==> config.mk <==
export PLATFORM = sky130hd
export DESIGN_NAME = gpr_port_arbiter
export DESIGN_NICKNAME = d
export VERILOG_FILES = /design/src/rtl/gpr_port_arbiter.sv
export SDC_FILE = /design/constraint.sdc
export NUM_CORES = 1
export LEC_CHECK = 0
export CAP_MARGIN = 5
export CORE_UTILIZATION = 50
export CTS_BUF_LIST = sky130_fd_sc_hd__clkbuf_2 sky130_fd_sc_hd__clkbuf_4 sky130_fd_sc_hd__clkbuf_8
export CTS_CLUSTER_SIZE = 20
export DETAILED_ROUTE_END_ITERATION = 10
export DONT_BUFFER_PORTS = 1
export PLACE_DENSITY_LB_ADDON = 0.1
export SLEW_MARGIN = 20
export SYNTH_ARGS = -nofsm -noshare
export SYNTH_HDL_FRONTEND = slang
export SYNTH_SLANG_ARGS = --single-unit
==> constraint.sdc <==
create_clock -name clock -period 2.6 [get_ports clock]
set_clock_uncertainty 0.2 [all_clocks]
set_input_delay 0.52 -clock clock [delete_from_list [all_inputs] [get_ports clock]]
set_output_delay 0.52 -clock clock [all_outputs]
set_load 0.01 [all_outputs]
==> src/rtl/gpr_port_arbiter.sv <==
// Two-requester, round-robin arbiter for the shared read/write ports of the
// 4 x 8-bit general-purpose register file; one command executes every 2 cycles.
module gpr_port_arbiter #(
  parameter int DATA_WIDTH = 8,
  parameter int ADDR_WIDTH = 2
) (
  input  logic                  clock,
  input  logic                  reset,
  input  logic                  req0,
  input  logic                  req1,
  input  logic                  we0,
  input  logic                  we1,
  input  logic [ADDR_WIDTH-1:0] addr0,
  input  logic [ADDR_WIDTH-1:0] addr1,
  input  logic [DATA_WIDTH-1:0] wdata0,
  input  logic [DATA_WIDTH-1:0] wdata1,
  output logic                  gnt0,
  output logic                  gnt1,
  output logic                  rvalid0,
  output logic                  rvalid1,
  output logic [DATA_WIDTH-1:0] rdata0,
  output logic [DATA_WIDTH-1:0] rdata1,
  output logic [ADDR_WIDTH-1:0] rf_read_address,
  output logic [ADDR_WIDTH-1:0] rf_write_address,
  output logic [DATA_WIDTH-1:0] rf_write_data,
  output logic                  rf_write_enable,
  input  logic [DATA_WIDTH-1:0] rf_read_data
);

  typedef enum logic {IDLE, ACCESS} state_t;

  state_t                state;
  logic                  prev_win;
  logic                  cmd_sel;
  logic                  cmd_we;
  logic [ADDR_WIDTH-1:0] cmd_addr;
  logic [DATA_WIDTH-1:0] cmd_wdata;

  logic                  any_req;
  logic                  win;
  logic                  win_we;
  logic [ADDR_WIDTH-1:0] win_addr;
  logic [DATA_WIDTH-1:0] win_wdata;

  // On a tie the requester that did not win last time gets the port.
  assign any_req   = req0 | req1;
  assign win       = (req0 && req1) ? ~prev_win : req1;
  assign win_we    = win ? we1    : we0;
  assign win_addr  = win ? addr1  : addr0;
  assign win_wdata = win ? wdata1 : wdata0;

  always_ff @(posedge clock or posedge reset) begin
    if (reset) begin
      state           <= IDLE;
      prev_win        <= 1'b1;
      cmd_sel         <= 1'b0;
      cmd_we          <= 1'b0;
      cmd_addr        <= '0;
      cmd_wdata       <= '0;
      gnt0            <= 1'b0;
      gnt1            <= 1'b0;
      rf_write_enable <= 1'b0;
      rvalid0         <= 1'b0;
      rvalid1         <= 1'b0;
      rdata0          <= '0;
      rdata1          <= '0;
    end else begin
      gnt0            <= 1'b0;
      gnt1            <= 1'b0;
      rf_write_enable <= 1'b0;
      rvalid0         <= 1'b0;
      rvalid1         <= 1'b0;
      case (state)
        IDLE: begin
          if (any_req) begin
            state           <= ACCESS;
            prev_win        <= win;
            cmd_sel         <= win;
            cmd_we          <= win_we;
            cmd_addr        <= win_addr;
            cmd_wdata       <= win_wdata;
            gnt0            <= ~win;
            gnt1            <= win;
            rf_write_enable <= win_we;
          end
        end
        ACCESS: begin
          // Requests are not sampled here, so a held request runs only once.
          state <= IDLE;
          if (!cmd_we) begin
            if (cmd_sel) begin
              rdata1  <= rf_read_data;
              rvalid1 <= 1'b1;
            end else begin
              rdata0  <= rf_read_data;
              rvalid0 <= 1'b1;
            end
          end
        end
      endcase
    end
  end

  // Register-file address/data come straight from the command register flops.
  assign rf_read_address  = cmd_addr;
  assign rf_write_address = cmd_addr;
  assign rf_write_data    = cmd_wdata;

endmodule

Word level (Yosys, flattened, before mapping):

Index checks and enable logic that the tools add are counted.

* flip-flop bits (word level): 35
* input port bits: 34
* output and inout port bits: 33
* word-level logic and storage cells: 41

* muxes and demuxes: 18
* bitwise operators: 6
* reductions and logical operators: 4

Operators by type and width (number)
* two-way mux 1 bit: 15
* two-way mux 8 bit: 1
* AND reduction 3 bit: 2
* NOT 1 bit: 5
* two-way mux 2 bit: 1
* case mux 1 bit (2 select lines): 1
* AND reduction 2 bit: 1
* logical AND 1 bit: 1
* OR 1 bit: 1

Logic depth before layout (Yosys ltp):

Gate-level depths: netlist of run 1.

* word-level depth: 5
* mapped depth: 4
* gate-level depth less buffers: 3

Worst setup path after synthesis of run 1:

No wires, ideal clock.

* path kind: reg2reg
* start point: register state
* end point: register cmd_we
* library setup time: 126 ps
* arrival: 1133 ps
* required time: 2274 ps
* setup slack: 1141 ps
* stages on the path, launching flop included: 5
* buffers on the path: 1
* period minus slack after synthesis: 1459 ps
* path through: dfrtp_1 -> o21bai_4 -> buf_6 -> and2_0 -> a221o_1

* longest elaborated chain between the ends: 2

Ends and longest elaborated chain
* from (decl): RTL line 32 `state_t state;`
* from (signal assigned): RTL line 54 `state <= IDLE;`
* from (signal assigned): RTL line 76 `state <= ACCESS;`
* from (signal assigned): RTL line 89 `state <= IDLE;`
* NOT 1 bit (no source line)
* AND reduction 2 bit (no source line)
* to (signal assigned): RTL line 79 `cmd_we <= win_we;`
* to (decl): RTL line 35 `logic cmd_we;`

Every way passes these cells.
A chain may end at the register's enable or synchronous reset.

Worst setup path in the final report of run 1:

* start point: register state
* end point: register cmd_wdata[4], in the netlist rf_write_data[4]

* longest elaborated chain between the ends: 2

Ends and longest elaborated chain
* NOT 1 bit (no source line)
* AND reduction 2 bit (no source line)
* to (signal assigned): RTL line 81 `cmd_wdata <= win_wdata;`
* to (decl): RTL line 37 `logic [DATA_WIDTH-1:0] cmd_wdata;`

Every way passes these cells.

==> results.txt, run 1 <==
row count: 18
core area: 2570 um2
# port buffers: 0
Post-CTS Setup Bufs: 0
power share of the sequential group: 0.631
post-route cell area: 1480 um2
DRT Pass-1 Iters: 4
synthesized instance count: 94
RSZ-0062 raised after global routing: no
Synth-to-Final Area Change: 4.50%
Net Sw Power: 0.000469 W
switching part of the total: 0.319
Worst-path clk slew: 0.10 ns
Worst setup EP type: flip-flop
Synth top area share: 0.600
combinational share of power: 0.167
tightest hold margin: 0.113 ns
hold buffer count at cts: 1
routed length per placed instance: 18.6 um
R2R setup slack: 0.88 ns
num ports: 67
Hold Crit Class: primary input to flip-flop
Max Freq: 582 MHz
DR iter-0 viols: 24
GRT Util Overall: 0.174
area of the die: 3050 um2
vias in the first global route: 862
# clock sinks: 35
Slew headroom: 0.457
Vias: 773
PwrDens: 992 nW/um2
Final setup violation count: 0
worst-skew pair later-pin latency: 0.33 ns
synthesized area: 1420 um2
Arr. time, crit path: 1.79 ns
Worst EP required: 2.67 ns
Post-synth top flop: dfrtp_1
fin crit share: 0.660
Lkg Pwr: 0.671 nW
final setup margin: 0.883 ns
Synth area leaders: dfrtp_1 (60%), a221o_1 (7.8%), mux2_1 (6.4%), mux2_2 (6.4%), and2_0 (3.1%)
synthesis-stage register bit count: 35
root buffer cell: clkbuf_4
Commonest cells post-synth: dfrtp_1 (34), a221o_1 (11), mux2_1 (8), mux2_2 (8)
critical path fanouts, max: 13
largest net degree at the start of global routing: 26
Avg Vias per Cell: 5.99
TritonCTS buffer count: 5
H-Tree Level Count: 2
crit start category: flip-flop
drt drc: 0
post-cts resize count: 0
Least-Margin Pin Slew: 0.813 ns
share of cells above drive strength 1: 0.283
syn nets: 128
initial antenna violation count: 0
status: complete, no violations
Die Y-Extent: 55.2 um
routability congestion estimate: 0.672
MaxCap Viol Count: 0
antenna-violating nets left: 0
post-DP HPWL: 1.65 mm
initial core utilization: 0.552
Synth warnings: 0
CTS tree: done
Setup Crit Path Kind: flip-flop to flip-flop
number of flops mapped to enable cells by yosys: 0
most common cell in the netlist: dfrtp_1
count of different cell masters after synthesis: 17
n_diodes: 0
DIE WIDTH: 55.2 um
cell internal pwr: 0.00100 W
final critical-path required period: 1.72 ns
VDD IR max: 0.633 mV
clock buffer depth: 2
post-synthesis async set-or-reset flop share: 1.00
Synth area leader: dfrtp_1
setup TNS: 0 ns
grt ovf: 0
mean post-synth cell area: 15.1 um2
global-route wire length before repair: 4.04 mm
pre-CTS setup slack: 0.839 ns
clock power share: 0.201
Nets: 132
Routed WL: 2.40 mm
Seq/Total Area, Yosys: 0.619
Final Max Slew Viols: 0
Hold Vio Cnt, Final: 0
Placed Instance Area: 1410 um2
-- stage by stage --
step,cells,util,total power [W]
after floorplan,94,-,0.00114
after global placement,120,0.551,0.00117
after detailed placement,120,0.551,0.00119
after CTS,129,0.577,0.00149
after global routing,129,0.577,0.00156
final,129,0.577,0.00147
-- final cells by class --
type / count / area, um2
inverter: 7 / 26.3
timing repair buffer: 3 / 25.0
tap: 30 / 37.5
multi-input combinational: 46 / 458
clock inverter: 1 / 5.00
sequential: 35 / 877
clock buffer: 7 / 52.6
fill: 229 / 1090
-- placed cells by master, fill, tap and decap left out, types with 2 or more instances in the layout --
cell type	instances
mux2_2	8
clkbuf_4	7
a21oi_1	2
and2_0	7
a221o_1	11
dfrtp_1	34
and2_2	4
buf_4	2
inv_1	7
mux2_1	8
-- cell families after synthesis --
| family | synth area share |
|---|---|
| flops | 0.619 |
| compound gates | 0.127 |
| mux | 0.127 |
| simple gates | 0.0688 |
| buf+inv | 0.0583 |
-- path summary, 6_finish.rpt --
| path | from | end | cells past startpoint |
|---|---|---|---|
| setup / recovery | state | rf_write_data[4] | 2 |
| hold / removal | rf_read_data[6] | rdata0[6] | 1 |
| setup reg to reg | state | rf_write_data[4] | 2 |
| hold reg to reg | prev_win | prev_win | 2 |
| max in group asynchronous | reset | rdata1[0] | 3 |
| min in group asynchronous | reset | rf_write_data[2] | 2 |
-- critical path, stage by stage, from the launching register on --
cell,delay [ns]
dfrtp_1,0.47
a211oi_2,0.72
a221o_1,0.26
-- state kept, by name (all words and copies together), names as in the netlist, 2 cells and up --
signal	count
rdata0	8
rf_read_address	2
rf_write_data	8
rdata1	8
-- power by group through the flow --
stage	Combinational (W)	Clock, W	Sequential, W
2_1_floorplan	0.000237	0	0.000906
3_3_place_gp	0.000235	0	0.000940
3_5_place_dp	0.000250	0	0.000941
4_1_cts	0.000252	0.000310	0.000932
5_1_grt	0.000277	0.000327	0.000953
6_report	0.000246	0.000296	0.000928
-- per-layer routing --
layer | vias to the layer above | track usage | wire, um
met5 | - | 0 | 0
met4 | 0 | 0.107 | 51
met3 | 7 | 0.0773 | 251
met2 | 46 | 0.265 | 1130
met1 | 380 | 0.201 | 965
li1 | 340 | - | -
Note: power is estimated with default switching activity, not from simulation.
==> run 2, diff against run 1 <==
- clock period: 2.6 -> 1.6 ns (I/O delays scaled with it)
==> run 2 against run 1 <==
  * Non-clock buffer count rose by 36
  * Design area rose by 26%
  * Via count rose by 19%
  * Clock-buffer cell count fell by 1
  * Critical endpoint is now rf_read_address[0]
  * Highest routed layer unchanged
==> results.txt, run 2 (synthesized netlist as in run 1, its figures left out) <==
grt ovf: 0 (unchanged)
DIE WIDTH: 55.2 um (unchanged)
routed length per placed instance: 18.2 um (-2.1%)
Nets: 168 (+27%)
area of the die: 3050 um2 (unchanged)
n_diodes: 0 (unchanged)
Final Max Slew Viols: 0 (unchanged)
clock buffer depth: 2 (unchanged)
Worst-path clk slew: 0.09 ns (about the same)
critical path fanouts, max: 14 (+1)
global-route wire length before repair: 5.11 mm (+27%)
fin crit share: 0.949
initial antenna violation count: 0 (unchanged)
Max Freq: 658 MHz
kind of cell adding the most delay to the critical path: buffers and inverters
Slew headroom: 0.795 (+0.338)
commonest non-fill, non-tap cell in the layout: dfrtp_1
most frequent cells in the layout: dfrtp_1 (34), dlygate4sd3_1 (33), a221o_1 (11), mux2_2 (8), mux2_1 (8)
Layout Utilization: 0.725 (+0.148)
Synth-to-Final Area Change: 31.3%
antenna-violating nets left: 0 (unchanged)
Net Sw Power: 0.000794 W (+69%)
WP buf/inv: 1 (+1)
largest net degree at the start of global routing: 22 (-15%)
DRT Pass-1 Iters: 4 (unchanged)
status: complete, no violations
VDD IR max: 1.21 mV (+90%)
num ports: 67 (unchanged)
Least-Margin Pin Slew: 0.307 ns (-0.506 ns)
MaxCap Viol Count: 0 (unchanged)
routability congestion estimate: 0.643 (-4.3%)
Lkg Pwr: 0.834 nW (+24%)
final critical-path required period: 1.52 ns
RSZ-0062 raised after global routing: no
clock power share: 0.231 (+0.030)
# clock sinks: 35 (unchanged)
CP cell instances: dlygate4sd3_1, o21bai_4, and2_2, a221o_1
row count: 18 (unchanged)
TritonCTS buffer count: 5 (unchanged)
Hold Crit Class: primary input to flip-flop
core area: 2570 um2 (unchanged)
Slowest Stage Delay on Critical Path: 0.59 ns (-0.13 ns)
Setup Crit Path Kind: primary input to flip-flop
placed cell count: 124 (+3.3%)
worst-skew pair later-pin latency: 0.32 ns (about the same)
setup TNS: 0 ns (unchanged)
Avg Vias per Cell: 5.61 (-6.4%)
vias in the first global route: 1,025 (+19%)
combinational share of power: 0.191 (+0.024)
initial core utilization: 0.552 (unchanged)
Final setup violation count: 0 (unchanged)
post-cts resize count: 0 (unchanged)
Vias: 920 (+19%)
Die Y-Extent: 55.2 um (unchanged)
CTS tree: done
power share of the sequential group: 0.578 (-0.053)
post-DP HPWL: 1.75 mm (+5.8%)
Routed WL: 2.99 mm (+25%)
Worst setup EP type: flip-flop
DR iter-0 viols: 29 (+21%)
crit start category: primary input
Crit-path slowest cell: dlygate4sd3_1
GRT Util Overall: 0.228 (+0.0538)
drt drc: 0 (unchanged)
Worst EP required: 1.61 ns (-1.06 ns)
Arr. time, crit path: 1.53 ns (-0.26 ns)
Finished Layout Cells: 164 (+27%)
H-Tree Level Count: 2 (unchanged)
cell internal pwr: 0.00183 W (+83%)
# port buffers: 0 (unchanged)
share of cells above drive strength 1: 0.231 (-0.0515)
Hold Vio Cnt, Final: 0 (unchanged)
switching part of the total: 0.303 (-0.0165)
root buffer cell: clkbuf_4
PwrDens: 1410 nW/um2 (+42%)
==> run 2: cell count changes in the layout (fill, tap and decap cells not counted), sizes merged <==
cell,previous run,this run
bufinv,0,1
dlygate4sd3,1,33
clkbuf,7,6
buf,2,6
clkinv,1,0
==> run 2: repair_timing <==
item                                   4_1_cts  5_1_grt
endpoints found under the hold margin       65        1
buffers inserted                             0        0
hold buffers                                32        1
==> run 2: layer usage <==
| layer | wire length, um | track usage | part of all wire |
|---|---|---|---|
| met5 | 0 | 0 | 0 |
| met4 | 98 | 0.136 | 0.033 |
| met3 | 170 | 0.0656 | 0.057 |
| met2 | 1580 | 0.379 | 0.53 |
| met1 | 1140 | 0.260 | 0.38 |
==> run 2: area by class of cell <==
cell class	count	area [um2]
Clock inverter	1	30.0
Multi-Input combinational cell	46	458
Inverter	7	26.3
Clock buffer	6	45.0
Sequential cell	35	877
Timing Repair Buffer	39	388
Tap cell	30	37.5
Fill cell	185	706
==> run 2: path summary, 6_finish.rpt <==
path	start	endpoint	slack, ns	cells after the start
setup / recovery	req0	rf_read_address[0]	0.08	4
hold / removal	req1	state	0.01	2
setup reg to reg	state	rf_read_address[0]	0.13	3
hold reg to reg	prev_win	prev_win	0.35	2
max in group asynchronous	reset	prev_win	0.64	3
min in group asynchronous	reset	rvalid1	0.26	3
==> run 2: metrics by stage <==
stage                     instance area [um2]  power [W]  hold slack [ns]  setup WS (ns)
final                                    1860    0.00263           0.0111         0.0809
after global routing                     1860    0.00278           0.0152         0.0524
after CTS                                1850    0.00265         -0.00190          0.104
after detailed placement                 1460    0.00197           0.0474          0.142
after global placement                   1460    0.00193           0.0387          0.161
after floorplan                          1420    0.00186            0.253          0.141
==> run 2: power by group through the flow <==
stage | clock (W) | sequential (W) | combinational [W]
5_1_grt | 0.000663 | 0.00156 | 0.000559
3_3_place_gp | 0 | 0.00153 | 0.000408
2_1_floorplan | 0 | 0.00147 | 0.000385
3_5_place_dp | 0 | 0.00154 | 0.000437
6_report | 0.000606 | 0.00152 | 0.000501
4_1_cts | 0.000626 | 0.00152 | 0.000501
